--- config.mk ---
export PLATFORM = sky130hd
export DESIGN_NAME = axis_video_pattern_gen
export DESIGN_NICKNAME = d
export VERILOG_FILES = /design/src/rtl/vga_pkg.sv /design/src/rtl/axis_video_pattern_gen_raster.sv /design/src/rtl/axis_video_pattern_gen.sv
export SDC_FILE = /design/constraint.sdc
export NUM_CORES = 1
export LEC_CHECK = 0
export CAP_MARGIN = 20
export CORE_ASPECT_RATIO = 0.7
export CORE_MARGIN = 5
export CORE_UTILIZATION = 40
export DETAILED_ROUTE_END_ITERATION = 7
export HOLD_SLACK_MARGIN = 0.15
export PLACE_DENSITY = 0.7
export SLEW_MARGIN = 20
export SYNTH_ARGS = -nofsm -noshare
export SYNTH_HDL_FRONTEND = slang
export SYNTH_SLANG_ARGS = --single-unit
--- constraint.sdc ---
create_clock -name pixel_clk -period 2 [get_ports pixel_clk]
set_input_delay 0.5 -clock pixel_clk [delete_from_list [all_inputs] [get_ports pixel_clk]]
set_output_delay 0.5 -clock pixel_clk [all_outputs]
set_load 0.005 [all_outputs]
--- src/rtl/vga_pkg.sv ---
// Shared VGA types: pixel format, pattern select, timing-mode lookups and
// the colour-bar palette used by the AXIS pattern generator.
package vga_pkg;

  typedef logic [15:0] rgb565_t;

  typedef enum logic [1:0] {
    PAT_BARS  = 2'd0,
    PAT_RAMP  = 2'd1,
    PAT_CHECK = 2'd2,
    PAT_GRID  = 2'd3
  } pattern_e;

  typedef enum logic [1:0] {
    VGA_640X480  = 2'd0,
    VGA_800X600  = 2'd1,
    VGA_1024X768 = 2'd2
  } VGA_mode_e;

  typedef enum logic {
    ST_IDLE   = 1'b0,
    ST_STREAM = 1'b1
  } patgen_state_e;

  localparam rgb565_t C_WHITE   = 16'hFFFF;
  localparam rgb565_t C_YELLOW  = 16'hFFE0;
  localparam rgb565_t C_CYAN    = 16'h07FF;
  localparam rgb565_t C_GREEN   = 16'h07E0;
  localparam rgb565_t C_MAGENTA = 16'hF81F;
  localparam rgb565_t C_RED     = 16'hF800;
  localparam rgb565_t C_BLUE    = 16'h001F;
  localparam rgb565_t C_BLACK   = 16'h0000;

  function automatic int get_hactive(VGA_mode_e m);
    case (m)
      VGA_640X480: return 640;
      VGA_800X600: return 800;
      default:     return 1024;
    endcase
  endfunction

  function automatic int get_vactive(VGA_mode_e m);
    case (m)
      VGA_640X480: return 480;
      VGA_800X600: return 600;
      default:     return 768;
    endcase
  endfunction

  // Bar index 0..7, left to right
  function automatic rgb565_t bar_color(logic [2:0] b);
    case (b)
      3'd0:    return C_WHITE;
      3'd1:    return C_YELLOW;
      3'd2:    return C_CYAN;
      3'd3:    return C_GREEN;
      3'd4:    return C_MAGENTA;
      3'd5:    return C_RED;
      3'd6:    return C_BLUE;
      default: return C_BLACK;
    endcase
  endfunction

endpackage

--- src/rtl/axis_video_pattern_gen_raster.sv ---
// patgen_raster_cnt: raster position of the next beat to be loaded.
// x/y walk the frame in raster order; bar/width counters track the colour
// bar without a divider. eol/eof describe the current (x,y).
module patgen_raster_cnt
  import vga_pkg::*;
#(
  parameter int H_ACTIVE = 1024,
  parameter int V_ACTIVE = 768,
  parameter int XW       = $clog2(H_ACTIVE),
  parameter int YW       = $clog2(V_ACTIVE)
) (
  input  logic          pixel_clk,
  input  logic          pix_rstn_sync,
  input  logic          advance_i,
  output logic [XW-1:0] x_o,
  output logic [YW-1:0] y_o,
  output logic [2:0]    bar_o,
  output logic          eol_o,
  output logic          eof_o
);

  localparam int BAR_W = H_ACTIVE / 8;
  localparam int WW    = (BAR_W > 1) ? $clog2(BAR_W) : 1;

  logic [XW-1:0] x_q;
  logic [YW-1:0] y_q;
  logic [2:0]    bar_q;
  logic [WW-1:0] wcnt_q;

  assign eol_o = (x_q == XW'(H_ACTIVE - 1));
  assign eof_o = eol_o && (y_q == YW'(V_ACTIVE - 1));
  assign x_o   = x_q;
  assign y_o   = y_q;
  assign bar_o = bar_q;

  // Step one pixel per advance; wrap line and frame, restart bars each line
  always_ff @(posedge pixel_clk or negedge pix_rstn_sync) begin
    if (!pix_rstn_sync) begin
      x_q    <= '0;
      y_q    <= '0;
      bar_q  <= '0;
      wcnt_q <= '0;
    end else if (advance_i) begin
      if (eol_o) begin
        x_q    <= '0;
        bar_q  <= '0;
        wcnt_q <= '0;
        y_q    <= eof_o ? '0 : y_q + YW'(1);
      end else begin
        x_q <= x_q + XW'(1);
        if (wcnt_q == WW'(BAR_W - 1)) begin
          wcnt_q <= '0;
          bar_q  <= bar_q + 3'd1;
        end else begin
          wcnt_q <= wcnt_q + WW'(1);
        end
      end
    end
  end

endmodule

--- src/rtl/axis_video_pattern_gen.sv ---
// AXI4-Stream RGB565 test-pattern source. One output register holds the
// current beat; the raster counter always points at the next beat to load.
// Optional per-frame XOR checksum: define PATGEN_CKSUM_EN.
module axis_video_pattern_gen
  import vga_pkg::*;
#(
  parameter VGA_mode_e MODE     = VGA_1024X768,
  parameter int        H_ACTIVE = get_hactive(MODE),
  parameter int        V_ACTIVE = get_vactive(MODE),
  parameter int        DATA_W   = 16
) (
  input  logic        pixel_clk,
  input  logic        pix_rstn_sync,
  input  logic        enable,
  input  logic [1:0]  pattern_sel,
  output logic [15:0] m_axis_tdata,
  output logic        m_axis_tuser,
  output logic        m_axis_tlast,
  output logic        m_axis_tvalid,
  input  logic        m_axis_tready,
  output logic [15:0] frame_cnt,
  output logic        frame_done,
  output logic [15:0] frame_cksum
);

  localparam int XW = $clog2(H_ACTIVE);
  localparam int YW = $clog2(V_ACTIVE);

  patgen_state_e state_q;
  logic          tvalid_q, tuser_q, tlast_q, eof_q, frame_done_q;
  rgb565_t       tdata_q;
  pattern_e      pat_q, pat_cur;
  logic [15:0]   frame_cnt_q;

  logic [XW-1:0] x;
  logic [YW-1:0] y;
  logic [2:0]    bar;
  logic          eol, eof, first, hs, frame_hs, load;
  rgb565_t       pix;
  logic [7:0]    x8;
  logic [5:0]    y6;

  // Last beat only ends the stream when enable is low at that moment;
  // otherwise (0,0) of the next frame is loaded on the same edge.
  assign hs       = tvalid_q & m_axis_tready;
  assign frame_hs = hs & eof_q;
  assign load     = (state_q == ST_STREAM) & (~tvalid_q | (hs & ~(eof_q & ~enable)));
  assign first    = (x == '0) && (y == '0);
  assign pat_cur  = first ? pattern_e'(pattern_sel) : pat_q;

  patgen_raster_cnt #(
    .H_ACTIVE (H_ACTIVE),
    .V_ACTIVE (V_ACTIVE)
  ) u_raster (
    .pixel_clk     (pixel_clk),
    .pix_rstn_sync (pix_rstn_sync),
    .advance_i     (load),
    .x_o           (x),
    .y_o           (y),
    .bar_o         (bar),
    .eol_o         (eol),
    .eof_o         (eof)
  );

  // Pattern value for the beat at the raster counter
  always_comb begin
    x8  = 8'(x);
    y6  = 6'(y);
    pix = C_BLACK;
    unique case (pat_cur)
      PAT_BARS:  pix = bar_color(bar);
      PAT_RAMP:  pix = {x8[7:3], x8[7:2], x8[7:3]};
      PAT_CHECK: pix = (x8[5] ^ y6[5]) ? C_WHITE : C_BLACK;
      default:   pix = ((x8[5:0] == 6'd0) || (y6 == 6'd0) || eol ||
                        (y == YW'(V_ACTIVE - 1))) ? C_WHITE : C_BLUE;
    endcase
  end

  // Control FSM and AXIS output register; beat held while stalled
  always_ff @(posedge pixel_clk or negedge pix_rstn_sync) begin
    if (!pix_rstn_sync) begin
      state_q      <= ST_IDLE;
      tvalid_q     <= 1'b0;
      tdata_q      <= '0;
      tuser_q      <= 1'b0;
      tlast_q      <= 1'b0;
      eof_q        <= 1'b0;
      pat_q        <= PAT_BARS;
      frame_cnt_q  <= '0;
      frame_done_q <= 1'b0;
    end else begin
      frame_done_q <= 1'b0;
      unique case (state_q)
        ST_IDLE: if (enable) state_q <= ST_STREAM;
        ST_STREAM: begin
          if (load) begin
            tvalid_q <= 1'b1;
            tdata_q  <= pix;
            tuser_q  <= first;
            tlast_q  <= eol;
            eof_q    <= eof;
            if (first) pat_q <= pattern_e'(pattern_sel);
          end
          if (frame_hs) begin
            frame_cnt_q  <= frame_cnt_q + 16'd1;
            frame_done_q <= 1'b1;
            if (!enable) begin
              state_q  <= ST_IDLE;
              tvalid_q <= 1'b0;
              tuser_q  <= 1'b0;
              tlast_q  <= 1'b0;
            end
          end
        end
        default: state_q <= ST_IDLE;
      endcase
    end
  end

`ifdef PATGEN_CKSUM_EN
  rgb565_t run_q, cksum_q;

  // Running XOR of accepted beats; published and cleared on the last beat
  always_ff @(posedge pixel_clk or negedge pix_rstn_sync) begin
    if (!pix_rstn_sync) begin
      run_q   <= '0;
      cksum_q <= '0;
    end else if (hs) begin
      if (eof_q) begin
        cksum_q <= run_q ^ tdata_q;
        run_q   <= '0;
      end else begin
        run_q <= run_q ^ tdata_q;
      end
    end
  end

  assign frame_cksum = cksum_q;
`else
  assign frame_cksum = 16'h0000;
`endif

  assign m_axis_tdata  = tdata_q;
  assign m_axis_tuser  = tuser_q;
  assign m_axis_tlast  = tlast_q;
  assign m_axis_tvalid = tvalid_q;
  assign frame_cnt     = frame_cnt_q;
  assign frame_done    = frame_done_q;

endmodule

==> metrics.md <==
| Metric | Value |
|---|---|
| Filler instances | 731 |
| Sequential share of the synthesized area | 49.3% |
| Yosys top cell area share | 49.3% |
| Status | finished with violations |
| #FFs+latches synth | 70 |
| CTS sink cnt | 70 |
| DRT Pass-1 Iters | 4 |
| Drt total wl | 8890 um |
| Crit path kind | reg2reg |
| Syn Inst Count | 346 |
| Hpwl dp | 5920 um |
| Residual DRC count | 0 |
| Post-synth EDFFs | 0 |
| Mapped Area | 0.00355 mm^2 |
| Largest family of logic cells by synthesized area | simple AND/OR/NAND/NOR gates |
| Number of buffers created by CTS | 9 |
| Most frequent cell after synthesis | dfrtp_1 |
| Share of cells above drive strength 1 | 28.7% |
| Synth Area in Simple Gates | 20.4% |
| Async SR Flop Fraction | 100% |
| Finish-stage setup viols | 11 |
| Prevailing post-synth register cell | dfrtp_1 |
| GR Overflow Total | 0 |
| Crit path max fanout | 11 |
| First-pass GRT wire length | 14100 um |
| Die area | 0.0109 mm^2 |
| H-tree depth | 3 |
| GP Congestion | 0.832 |
| Die Width | 123 um |
| Core box area | 0.00855 mm^2 |
| Largest net degree at the start of global routing | 71 |
| Port bufs | 41 |
| Syn avg cell area | 10.3 um^2 |
| Hold crit path type | in2async |
| Die height | 88.9 um |
| Pwr dens | 757 mW/mm^2 |
| Total number of vias | 2968 |
| # IOs | 58 |
| CP required | 2.21 ns |
| Layout Utilization | 59.4% |
| Leak | 0.00225 uW |
| Synth area leaders | dfrtp_1 (49%), ha_1 (3.9%), o21ai_0 (3.7%) |
| Largest area contributor in the netlist | dfrtp_1 |
| Iter 0 DRT Violations | 180 |
| Post-synth top cells | dfrtp_1 (70), nand2_1 (30), o21ai_0 (26) |
| Violated checks | setup timing |
| Smallest setup slack after layout | -0.108 ns |
| Later-pin clock latency in the skew report | 0.33 ns |
| Worst Clk Skew | 0.00531 ns |
| CTS root buf | clkbuf_16 |
| XOR/XNOR Fraction of Synth Area | 6.16% |
| Peak supply drop | 674 uV |
| Yosys warning count | 0 |
| Initial core utilization | 41.6% |
| RSZ-0062 raised after global routing | yes |
| Max Cap Viol | 0 |
| Arr. time, crit path | 2.32 ns |
| Synth Area in Compound Gates | 12.6% |
| Mux share of post-synthesis cell area | 1.51% |
| Nets | 468 |
| Final Hold Viols | 0 |
| Slew Limit Fails | 0 |
| Routed length per instance | 15.4 um |
| Minimum clock period | 2.11 ns |
| Synth Area in Adders | 3.87% |
| Num rows | 28 |
| Synth cell types | 49 |
| Area grow syn2layout | 42.8% |
| CTS tree | yes |
| Diode count | 0 |
| Max Clock Freq | 474 MHz |
| Worst setup SP type | flip-flop |
| Vias in the first global route | 2945 |
| Detail Route Antenna Nets | 0 |
| Clock Path Buffers | 2 |
| Gr usage total | 16.6% |
| Crit share post-route | 105% |
| Placement Setup Slack | -0.508 ns |
| Worst-path clk slew | 0.05 ns |
| CTS Hold Buffers Added | 0 |
| Initial antenna violation count | 0 |
| Worst Setup End Kind | flip-flop |
| Vias per cell | 5.15 |
## report_power, final
| part | total, uW | switching, uW | internal [uW] |
|---|---|---|---|
| combinational | 458 | 241 | 217 |
| sequential | 1620 | 106 | 1510 |
| clock | 1770 | 609 | 1160 |
## worst paths after layout
kind	depth (start not counted)	from	slack (ns)	endpoint
max in group asynchronous	2	pix_rstn_sync	1.52	m_axis_tdata[0]
setup reg to reg	7	u_raster.x_o[2]	-0.11	m_axis_tdata[14]
hold / removal	2	pix_rstn_sync	0.19	u_raster.bar_o[2]
setup / recovery	7	u_raster.x_o[2]	-0.11	m_axis_tdata[14]
hold reg to reg	1	frame_cnt[15]	0.47	frame_cnt[15]
min in group pixel_clk	1	frame_cnt[15]	0.47	frame_cnt[15]
## critical path: stages (launching register included)
cell	delay, ns
dfrtp_1	0.44
nor4_2	0.29
and2_4	0.25
nand3_2	0.13
a211oi_4	0.28
o31ai_4	0.11
buf_12	0.15
o32a_1	0.35
## final cells by class
class                   instances  area [um^2]  area share [%]
multi-input cells             254         1870            36.9
inverters                      13         48.8           0.962
repair buffers                103          917            18.1
clock inverters                 5         81.3            1.60
flip-flops and latches         70         1750            34.5
well taps                     120          150            2.96
clock buffers                  11          253            4.98
## registers in the layout, summed over array words and instances (netlist names)
| register | count |
|---|---|
| u_raster.wcnt_q | 7 |
| eof_q | 1 |
| m_axis_tdata | 16 |
| u_raster.x_o | 10 |
| u_raster.bar_o | 3 |
| state_q | 1 |
| m_axis_tvalid | 1 |
| frame_done | 1 |
| m_axis_tuser | 1 |
| m_axis_tlast | 1 |
| u_raster.y_o | 10 |
| pat_q | 2 |
| frame_cnt | 16 |
## routing by layer
metal | routed length, um | global-route usage [%]
met4 | 85 | 4.57
met2 | 4330 | 27.0
met1 | 4140 | 21.8
met5 | 0 | 0
met3 | 333 | 5.05
## cell families after synthesis
kind of cell / count (synthesis)
XOR/XNOR: 25
AND/OR/NAND/NOR: 132
adder cells (fa/ha/maj): 11
AO/OA/AOI/OAI: 65
flip-flops: 70
buffers and inverters: 37
multiplexers: 5
other: 1
## stage by stage
stage | std cells | hold slack (ns) | instance area [um^2] | TNS (ns) | power (uW)
global placement | 545 | 0.460 | 4390 | -14.63 | 1980
floorplan | 361 | 0.204 | 3620 | 0 | 1850
CTS | 566 | 0.202 | 4860 | -1.23 | 3810
global route | 576 | 0.225 | 5070 | -2.33 | 4010
detailed placement | 545 | 0.462 | 4390 | -16.42 | 2010
finish | 576 | 0.194 | 5070 | -1.02 | 3840
## cell usage in the layout, fill, tap and decap left out, types with 4 or more instances in the layout
master           netlist  layout
o21ai_0               26      26
xnor2_1               11      10
xor2_1                14      14
and3_1                10       7
clkdlybuf4s50_1        0      38
buf_4                 16      57
nor3_1                 7       6
and2_4                 0       7
inv_2                  1       4
ha_1                  11       9
nand2b_1               4       4
o32a_1                11      11
nand4_1                7       7
nor4_2                 1       4
conb_1                 1      16
and3_4                 1       4
nand3_1               18      16
inv_1                 12       9
nand3_2                3       5
a21oi_1                5       5
dfrtp_1               70      70
a31oi_1                4       4
nand2_1               30      29
o22a_1                 5       5
nor2_1                25      22
clkbuf_16              0       9
## repair_timing
| action | CTS | global route |
|---|---|---|
| setup endpoints to repair | 18 | 34 |
| pin swaps | 12 | 10 |
| hold endpoints to repair | 0 | 0 |
| gates cloned | 0 | 0 |
| gates resized for setup | 25 | 30 |
| setup buffers | 5 | 11 |
Power figures use the tool's default switching activity.
